[src/rtl/wb_axis_rx_fifo.sv]
// wb_axis_rx_fifo: AXI-Stream sample FIFO drained over Wishbone via pop-on-read data and status registers.
// Define RX_FIFO_IRQ_EN to enable the fill/last_seen level interrupt; otherwise irq is tied low.
module wb_axis_rx_fifo #(
  parameter int          DATA_W     = 32,
  parameter int          DEPTH      = 8,
  parameter logic [31:0] DATA_ADDR  = 32'h3000_0090,
  parameter logic [31:0] STAT_ADDR  = 32'h3000_0094,
  parameter int          IRQ_THRESH = 4
) (
  input  logic                       wb_clk_i,
  input  logic                       wb_rst_i,
  input  logic                       wbs_stb_i,
  input  logic                       wbs_cyc_i,
  input  logic                       wbs_we_i,
  input  logic [3:0]                 wbs_sel_i,
  input  logic [31:0]                wbs_dat_i,
  input  logic [31:0]                wbs_adr_i,
  output logic                       wbs_ack_o,
  output logic [31:0]                wbs_dat_o,
  input  logic                       s_tvalid,
  input  logic [DATA_W-1:0]          s_tdata,
  input  logic                       s_tlast,
  output logic                       s_tready,
  output logic [$clog2(DEPTH):0]     fill_count,
  output logic                       irq
);
  localparam int AW = $clog2(DEPTH);
  localparam int CW = AW + 1;
  logic [DATA_W:0] mem_q [DEPTH];
  logic [AW-1:0] wptr_q, rptr_q;
  logic [CW-1:0] cnt_q, cnt_d;
  logic ack_q, last_q, last_d, und_q, und_d;
  logic [31:0] dat_q, dat_d, stat;
  logic [DATA_W:0] head;
  logic full, empty, push, is_data, hit, acc, rd, pop, stat_wr;
  logic unused_ok;
  assign unused_ok = ^{wbs_sel_i, wbs_dat_i[31:4], wbs_dat_i[1:0]};
  always_comb begin
    head    = mem_q[rptr_q];
    full    = cnt_q == CW'(DEPTH);
    empty   = cnt_q == '0;
    push    = s_tvalid & ~full;
    is_data = wbs_adr_i == DATA_ADDR;
    hit     = wbs_stb_i & wbs_cyc_i & (is_data | wbs_adr_i == STAT_ADDR);
    acc     = hit & ~ack_q;
    rd      = acc & ~wbs_we_i;
    pop     = rd & is_data & ~empty;
    stat_wr = acc & wbs_we_i & ~is_data;
    stat    = {16'b0, 8'(cnt_q), 3'b0, ~empty & head[DATA_W], und_q, last_q, full, empty};
    dat_d   = ~rd ? '0 : is_data ? (empty ? '0 : 32'(head[DATA_W-1:0])) : stat;
    // Set events take priority over a same-cycle W1C.
    last_d  = (push & s_tlast) | (last_q & ~(stat_wr & wbs_dat_i[2]));
    und_d   = (rd & is_data & empty) | (und_q & ~(stat_wr & wbs_dat_i[3]));
    cnt_d   = cnt_q + CW'(push) - CW'(pop);
  end
  always_ff @(posedge wb_clk_i)
    if (push) mem_q[wptr_q] <= {s_tlast, s_tdata};
  always_ff @(posedge wb_clk_i) begin
    if (wb_rst_i) begin
      wptr_q <= '0;
      rptr_q <= '0;
      cnt_q  <= '0;
      ack_q  <= 1'b0;
      dat_q  <= '0;
      last_q <= 1'b0;
      und_q  <= 1'b0;
    end else begin
      wptr_q <= wptr_q + AW'(push);
      rptr_q <= rptr_q + AW'(pop);
      cnt_q  <= cnt_d;
      ack_q  <= acc;
      dat_q  <= dat_d;
      last_q <= last_d;
      und_q  <= und_d;
    end
  end
`ifdef RX_FIFO_IRQ_EN
  logic irq_q;
  always_ff @(posedge wb_clk_i)
    irq_q <= ~wb_rst_i & ((cnt_d >= CW'(IRQ_THRESH)) | last_d);
  assign irq = irq_q;
`else
  assign irq = 1'b0;
`endif
  assign s_tready   = ~full;
  assign fill_count = cnt_q;
  assign wbs_ack_o  = ack_q;
  assign wbs_dat_o  = dat_q;
endmodule

[config.mk]
export PLATFORM = sky130hd
export DESIGN_NAME = wb_axis_rx_fifo
export DESIGN_NICKNAME = d
export VERILOG_FILES = /design/src/rtl/wb_axis_rx_fifo.sv
export SDC_FILE = /design/constraint.sdc
export NUM_CORES = 1
export LEC_CHECK = 0
export CORE_MARGIN = 2
export CORE_UTILIZATION = 34
export DETAILED_ROUTE_END_ITERATION = 8
export GPL_TIMING_DRIVEN = 0
export PLACE_DENSITY_LB_ADDON = 0.25
export SYNTH_ARGS = -nofsm -noshare
export SYNTH_HDL_FRONTEND = slang
export SYNTH_SLANG_ARGS = --single-unit
[constraint.sdc]
create_clock -name wb_clk_i -period 4.2 [get_ports wb_clk_i]
set_clock_uncertainty 0.05 [all_clocks]
set_input_delay 0.42 -clock wb_clk_i [delete_from_list [all_inputs] [get_ports wb_clk_i]]
set_output_delay 0.42 -clock wb_clk_i [all_outputs]
set_load 0.01 [all_outputs]
# == Yosys cells after proc, flatten, opt, wreduce, memory -nomap -nowiden ==
# Memory sizes are Yosys's and may differ from the RTL's. A register that Yosys moved wholly into a read port is not among the register bits.
# Index checks and enable logic that the tools add are counted.
# totals
reg_bits,45
ram_bits,264
in_bits,107
out_inout_bits,39
word_cells,51
mem_count,1
# mem_list
memory,words,word_bits,rd,rd_clocked_by_memory_dff,write_ports,line_no,source
mem_q,8,33,1,1,1,29,logic [DATA_W:0] mem_q [DEPTH];
# classes
add_sub_neg,4
n_eq_ne,3
muxes,5
n_bitwise,27
n_reduce_logical,3
# op_table
op,count
$eq A32 B30 Y1 const B,2
$mux W12,2
$and A1 B1 Y1,16
$not A1 Y1,8
$add A3 B1 Y3,2
$add A4 B1 Y4,1
$eq A4 B4 Y1 const B,1
$logic_not A4 Y1,1
$reduce_or A4 Y1,1
$sub A4 B1 Y4,1
$mux W3,1
$or A1 B1 Y1,3
$mux W1,2
$reduce_or A2 Y1,1

# == Longest topological paths before layout ==
# logic_depth
ltp_word,10
depth_mapped,12
mapped_depth_nobuf,12

# == Least setup slack after synthesis ==
# Ideal clock, no wire load.
# synth_path
path_type,reg2reg
start,reg cnt_q[2] (netlist: fill_count[2])
end,"mem mem_q[0][0] (netlist bit), enable pin"
setup_time_ns,0.506
arrival_ns,4.213
t_required_ns,3.644
path_slack_ns,-0.569
stages_incl_launch_ff,7
path_buffers,0
period_less_slack_ns,4.769
path_cell_list,dfxtp_1 inv_1 ha_1 nor3b_1 inv_1 nand2_1 nor4_1
# synth_between
elab_chain_len,5
# synth_lines
element,line_no,source
start: declaration,31,"logic [CW-1:0] cnt_q, cnt_d;"
start signal: assignment,70,cnt_q <= cnt_d;
$eq A4 B4 Y1,40,full = cnt_q == CW'(DEPTH);
$not A1 Y1,--,
named net s_tready,23,"output logic s_tready,"
$and A1 B1 Y1,42,push = s_tvalid & ~full;
$mux W1,57,"if (push) mem_q[wptr_q] <= {s_tlast, s_tdata};"
$mux W1 (implied by the code),57,
end: declaration,29,
# The timed path passes the listed nets, and every way through them passes these cells.

# == Worst setup path after layout ==
# layout_path
start,in wbs_adr_i[10]
end,reg cnt_q[2] (netlist: fill_count[2])
# layout_between
elab_chain_len,8
word_cells_on_any_way,9
classes_between,add/sub (1); eq/ne (2); bitwise (6)
# layout_lines
element,line_no,source
start: declaration,17,"input logic [31:0] wbs_adr_i,"
"$eq A32 B30 Y1, on equally long branches","43, 44",
$or A1 B1 Y1,44,hit = wbs_stb_i & wbs_cyc_i & (is_data | wbs_adr_i == STAT_ADDR);
$and A1 B1 Y1,44,
$and A1 B1 Y1,45,acc = hit & ~ack_q;
$and A1 B1 Y1,46,rd = acc & ~wbs_we_i;
$and A1 B1 Y1 * (2 in a row),47,pop = rd & is_data & ~empty;
$sub A4 B1 Y4 *,54,cnt_d = cnt_q + CW'(push) - CW'(pop);
# Mark *: on every way between the ends. The rest lies on a longest branch, timed or not.
# A chain may end at the register's enable or synchronous reset.

==> metrics list <==
- The startpoint identified for the worst register-to-register timing path is wbs_ack_o.
- Crit Path Class: input pin to flop
* Power density over the cells: ~460 nW/um^2
* CTS sink cnt: just over 300
* Period minus WS final: around 3 ns
- VDD sags by at most roughly 0.34 mV.
* Vias per std cell: between 4 and 5
- The number of cells on the worst reg-to-reg path is 10.
* Depth of the CTS H-tree: 1
- After layout, the worst path uses 69.64% of the clock period.
- WL/cell: around 21 um
* Vertical die dimension: 187.8 um
- Worst setup SP type: input pin
- For this design, the CTS-stage hold fixing added 0 buffers.
- A synthesized cell averages between 20 and 25 um^2.
* Setup TNS: 0 ns
- Counting along the longest clock path gives a buffer depth of 3.
* Critical R2R Capture: fill_count[2]
* Achievable clock frequency: 341.9 MHz
- Wire length of the first global-routing pass: 38640 um
- Number of synthesized flops with an enable pin: 264
- Number of clock buffers inserted by TritonCTS: 31
- At the later pin of the worst-skew pair, clock insertion delay measures approximately 0.55 ns.
- The most used flip-flop cell after synthesis is edfxtp_1.
- Once the clock tree was built, the resizer swapped 0 gates to a different size.
* Pin slew with the least headroom to its limit: around 1.0 ns
* DRT iter0 DRCs: approximately 430
- In the final layout, the share of cells above drive strength 1 is 21.34%.
- After legalization and detailed placement, the total HPWL measured around 17000 um.
- Number of rows in the core area: 67
* Area enclosed by the die boundary: roughly 35000 um^2
- Routing layer with the top usage in global route: met2
- Reg2reg setup slack: about 1.3 ns
* Nets: ~840
- Entering global routing, the biggest net connects 23 pins.
- For the worst setup path, the data arrival time is 3.29 ns.
* Top area cells in the synthesized netlist: edfxtp_1 69%, mux4_2 13%, dfxtp_1 7.8%
* Met3 capacity usage during global routing: approximately 3.5%
- Seq/Total Area, Yosys: between 70% and 80%
- In this run the static leakage power is between 0.004 and 0.005 uW.
* Unrepaired setup endpoints after global routing: no
* Maximum fanout along the worst path: 3
- Of all cell types, the one taking the most synthesized area is edfxtp_1.
- Following the worst setup path forward leads to its endpoint at fill_count[2].
* Clock-pin slew reported for the worst setup and hold paths after clock tree synthesis: roughly 0.06 ns
- The number of global-route vias before repair is between 6000 and 7000.
- Synthesis produced between 500 and 600 cells.
* DR vias: a little under 6000
* Max Transition Viols Final: 0
- The worst pin sits at a relative slew slack of 31.88%.
- Run status: complete, no violations
- Global routing used 18.86% of the available met1 tracks.
- Post-CTS repair timing setup buffer count: 0
* Class of the worst hold path: flop to flop
- Worst setup startpoint: wbs_adr_i[10]
* Number of failing setup endpoints in the final timing report: 0
* Overall routed net length: 25210 um
* Met2 GRT Util: 24.76%
- Syn Nets: between 600 and 700
- Overall fraction of global-route tracks in use: 14.55%
* Async set-or-reset flop fraction in the synthesized netlist: 0%
- During synthesis, Yosys emitted a total of 0 warnings.
* CTS tree: built
- During I/O placement, the number of pins put on the boundary was ~150.
- The pre-antenna-repair detailed-routing pass consisted of 7 iterations.
- Yosys mapped the design onto 31 distinct sky130hd cell types.
* Core area: between 30000 and 40000 um^2
- In this run the remaining antenna-violating nets after routing total 0.
* PortBufs: 110
- Post-Syn Area: ~11000 um^2
* Syn-to-layout area delta: 26.65%
- The number of hold violations in the final report is 0.
- Number of standard cells in the final layout excluding fillers: about 1200
- CTS placed an instance of clkbuf_16 at the clock tree root.
- Remaining DRCs: 0
- For the worst setup path, the data required time is roughly 4.6 ns.
* Gpl congestion: between 0.8 and 0.9
- The die is 187.8 um wide.
- Synth top area share: between 60% and 70%
- Counting flops and latches in the post-synthesis netlist gives slightly above 300.
- STA classifies the critical path endpoint as a flop.
* Effective utilization at floorplan: approximately a third
- The initial antenna violation count came to 0.
- Max_cap viols: 0
- edfxtp_1 is the most common cell in the netlist.
- By count the netlist is led by 264 x edfxtp_1, 67 x mux4_2, 45 x dfxtp_1, 34 x nor2_1, 31 x mux2i_1.
- Number of instances in the placed design: between 1000 and 1500
- Total gr overflow: 0
-- cells in the final DEF (no fill, tap or decap), types with 5 or more instances in the layout --
| cell | count |
|---|---|
| dfxtp_1 | 45 |
| o22ai_1 | 8 |
| buf_6 | 14 |
| buf_8 | 6 |
| mux4_2 | 67 |
| clkbuf_1 | 15 |
| nor2b_1 | 5 |
| mux2i_1 | 31 |
| inv_1 | 8 |
| clkdlybuf4s50_1 | 110 |
| buf_2 | 9 |
| ha_1 | 10 |
| clkbuf_16 | 31 |
| clkinv_2 | 6 |
| nor4_1 | 7 |
| nand2_1 | 13 |
| edfxtp_1 | 264 |
| nor2_1 | 31 |
-- power by group --
part	total (uW)	leakage, uW	internal, uW	switching (uW)
clock network	2700	0.000492	1590	1110
logic	529	0.00131	255	273
registers	3530	0.00276	3480	48.1
total	6760	0.00456	5330	1430
-- kinds of logic (layout without fill, tap and decap cells) --
| group | Yosys count | in the layout | share of synthesized area (%) |
|---|---|---|---|
| AOI/OAI and AO/OA | 13 | 13 | 0.7084 |
| xor gates and xnor gates | 4 | 4 | 0.3052 |
| adders and majority gates | 11 | 11 | 1.264 |
| buffers and inverters | 32 | 224 | 1.242 |
| DFF | 309 | 309 | 76.90 |
| muxes | 98 | 98 | 15.85 |
| other | 1 | 2 | 0.03266 |
| and+or+nand+nor | 85 | 85 | 3.705 |
-- state kept, by name, summed over array words and instances (netlist names) --
signal      flops
fill_count      4
rptr_q          3
wptr_q          3
mem_q         264
wbs_ack_o       1
wbs_dat_o      32
last_q          1
und_q           1
-- worst min path at each step --
stage,start,to,slack (ns),cells after the start
5_1_grt,last_q,last_q,0.48,2
3_5_place_dp,last_q,last_q,0.43,2
4_1_cts,last_q,last_q,0.44,2
2_1_floorplan,last_q,last_q,0.39,2
6_report,last_q,last_q,0.44,2
3_3_place_gp,last_q,last_q,0.42,2
-- metal layers --
| metal | part of all wire, % | up-vias |
|---|---|---|
| met3 | 6.4 | 40 |
| met1 | 42 | 2984 |
| met2 | 49 | 161 |
| met4 | 2.0 | 0 |
| li1 | - | 2586 |
| met5 | 0 | - |
-- worst max-delay path: stages --
cell,delay [ns]
clkdlybuf4s50_1,0.40
nor4_1,0.38
and4_1,0.31
nand3_1,0.10
nor4_1,0.48
ha_1,0.33
inv_1,0.05
ha_1,0.15
inv_1,0.06
fa_1,0.40
xor2_1,0.15
nor2_1,0.06
-- through the flow --
| step | power, uW | instance area (um^2) | utilization [%] | hold WS [ns] | setup WS [ns] |
|---|---|---|---|---|---|
| after global placement | 4056 | 13150 | 39.41 | 0.4230 | -2.819 |
| final | 6759 | 14540 | 43.58 | 0.4372 | 1.275 |
| after detailed placement | 4134 | 13520 | 40.53 | 0.4303 | 0.6255 |
| after global routing | 7025 | 14540 | 43.57 | 0.4756 | 0.8993 |
| after floorplan | 3828 | 11490 | - | 0.3925 | 0.1560 |
| after CTS | 6840 | 14540 | 43.57 | 0.4390 | 1.217 |
-- area by class of cell --
type	instances	area (um^2)
clock inverters	18	175.2
multi-input cells	212	2567
flip-flops and latches	309	8828
repair buffers	134	1424
well taps	448	560.5
fillers	2971	18820
clock buffers	40	839.6
diodes	1	2.502
inverters	8	30.03
plain buffers	24	112.6
No activity file was read; power rests on OpenSTA's default activity.
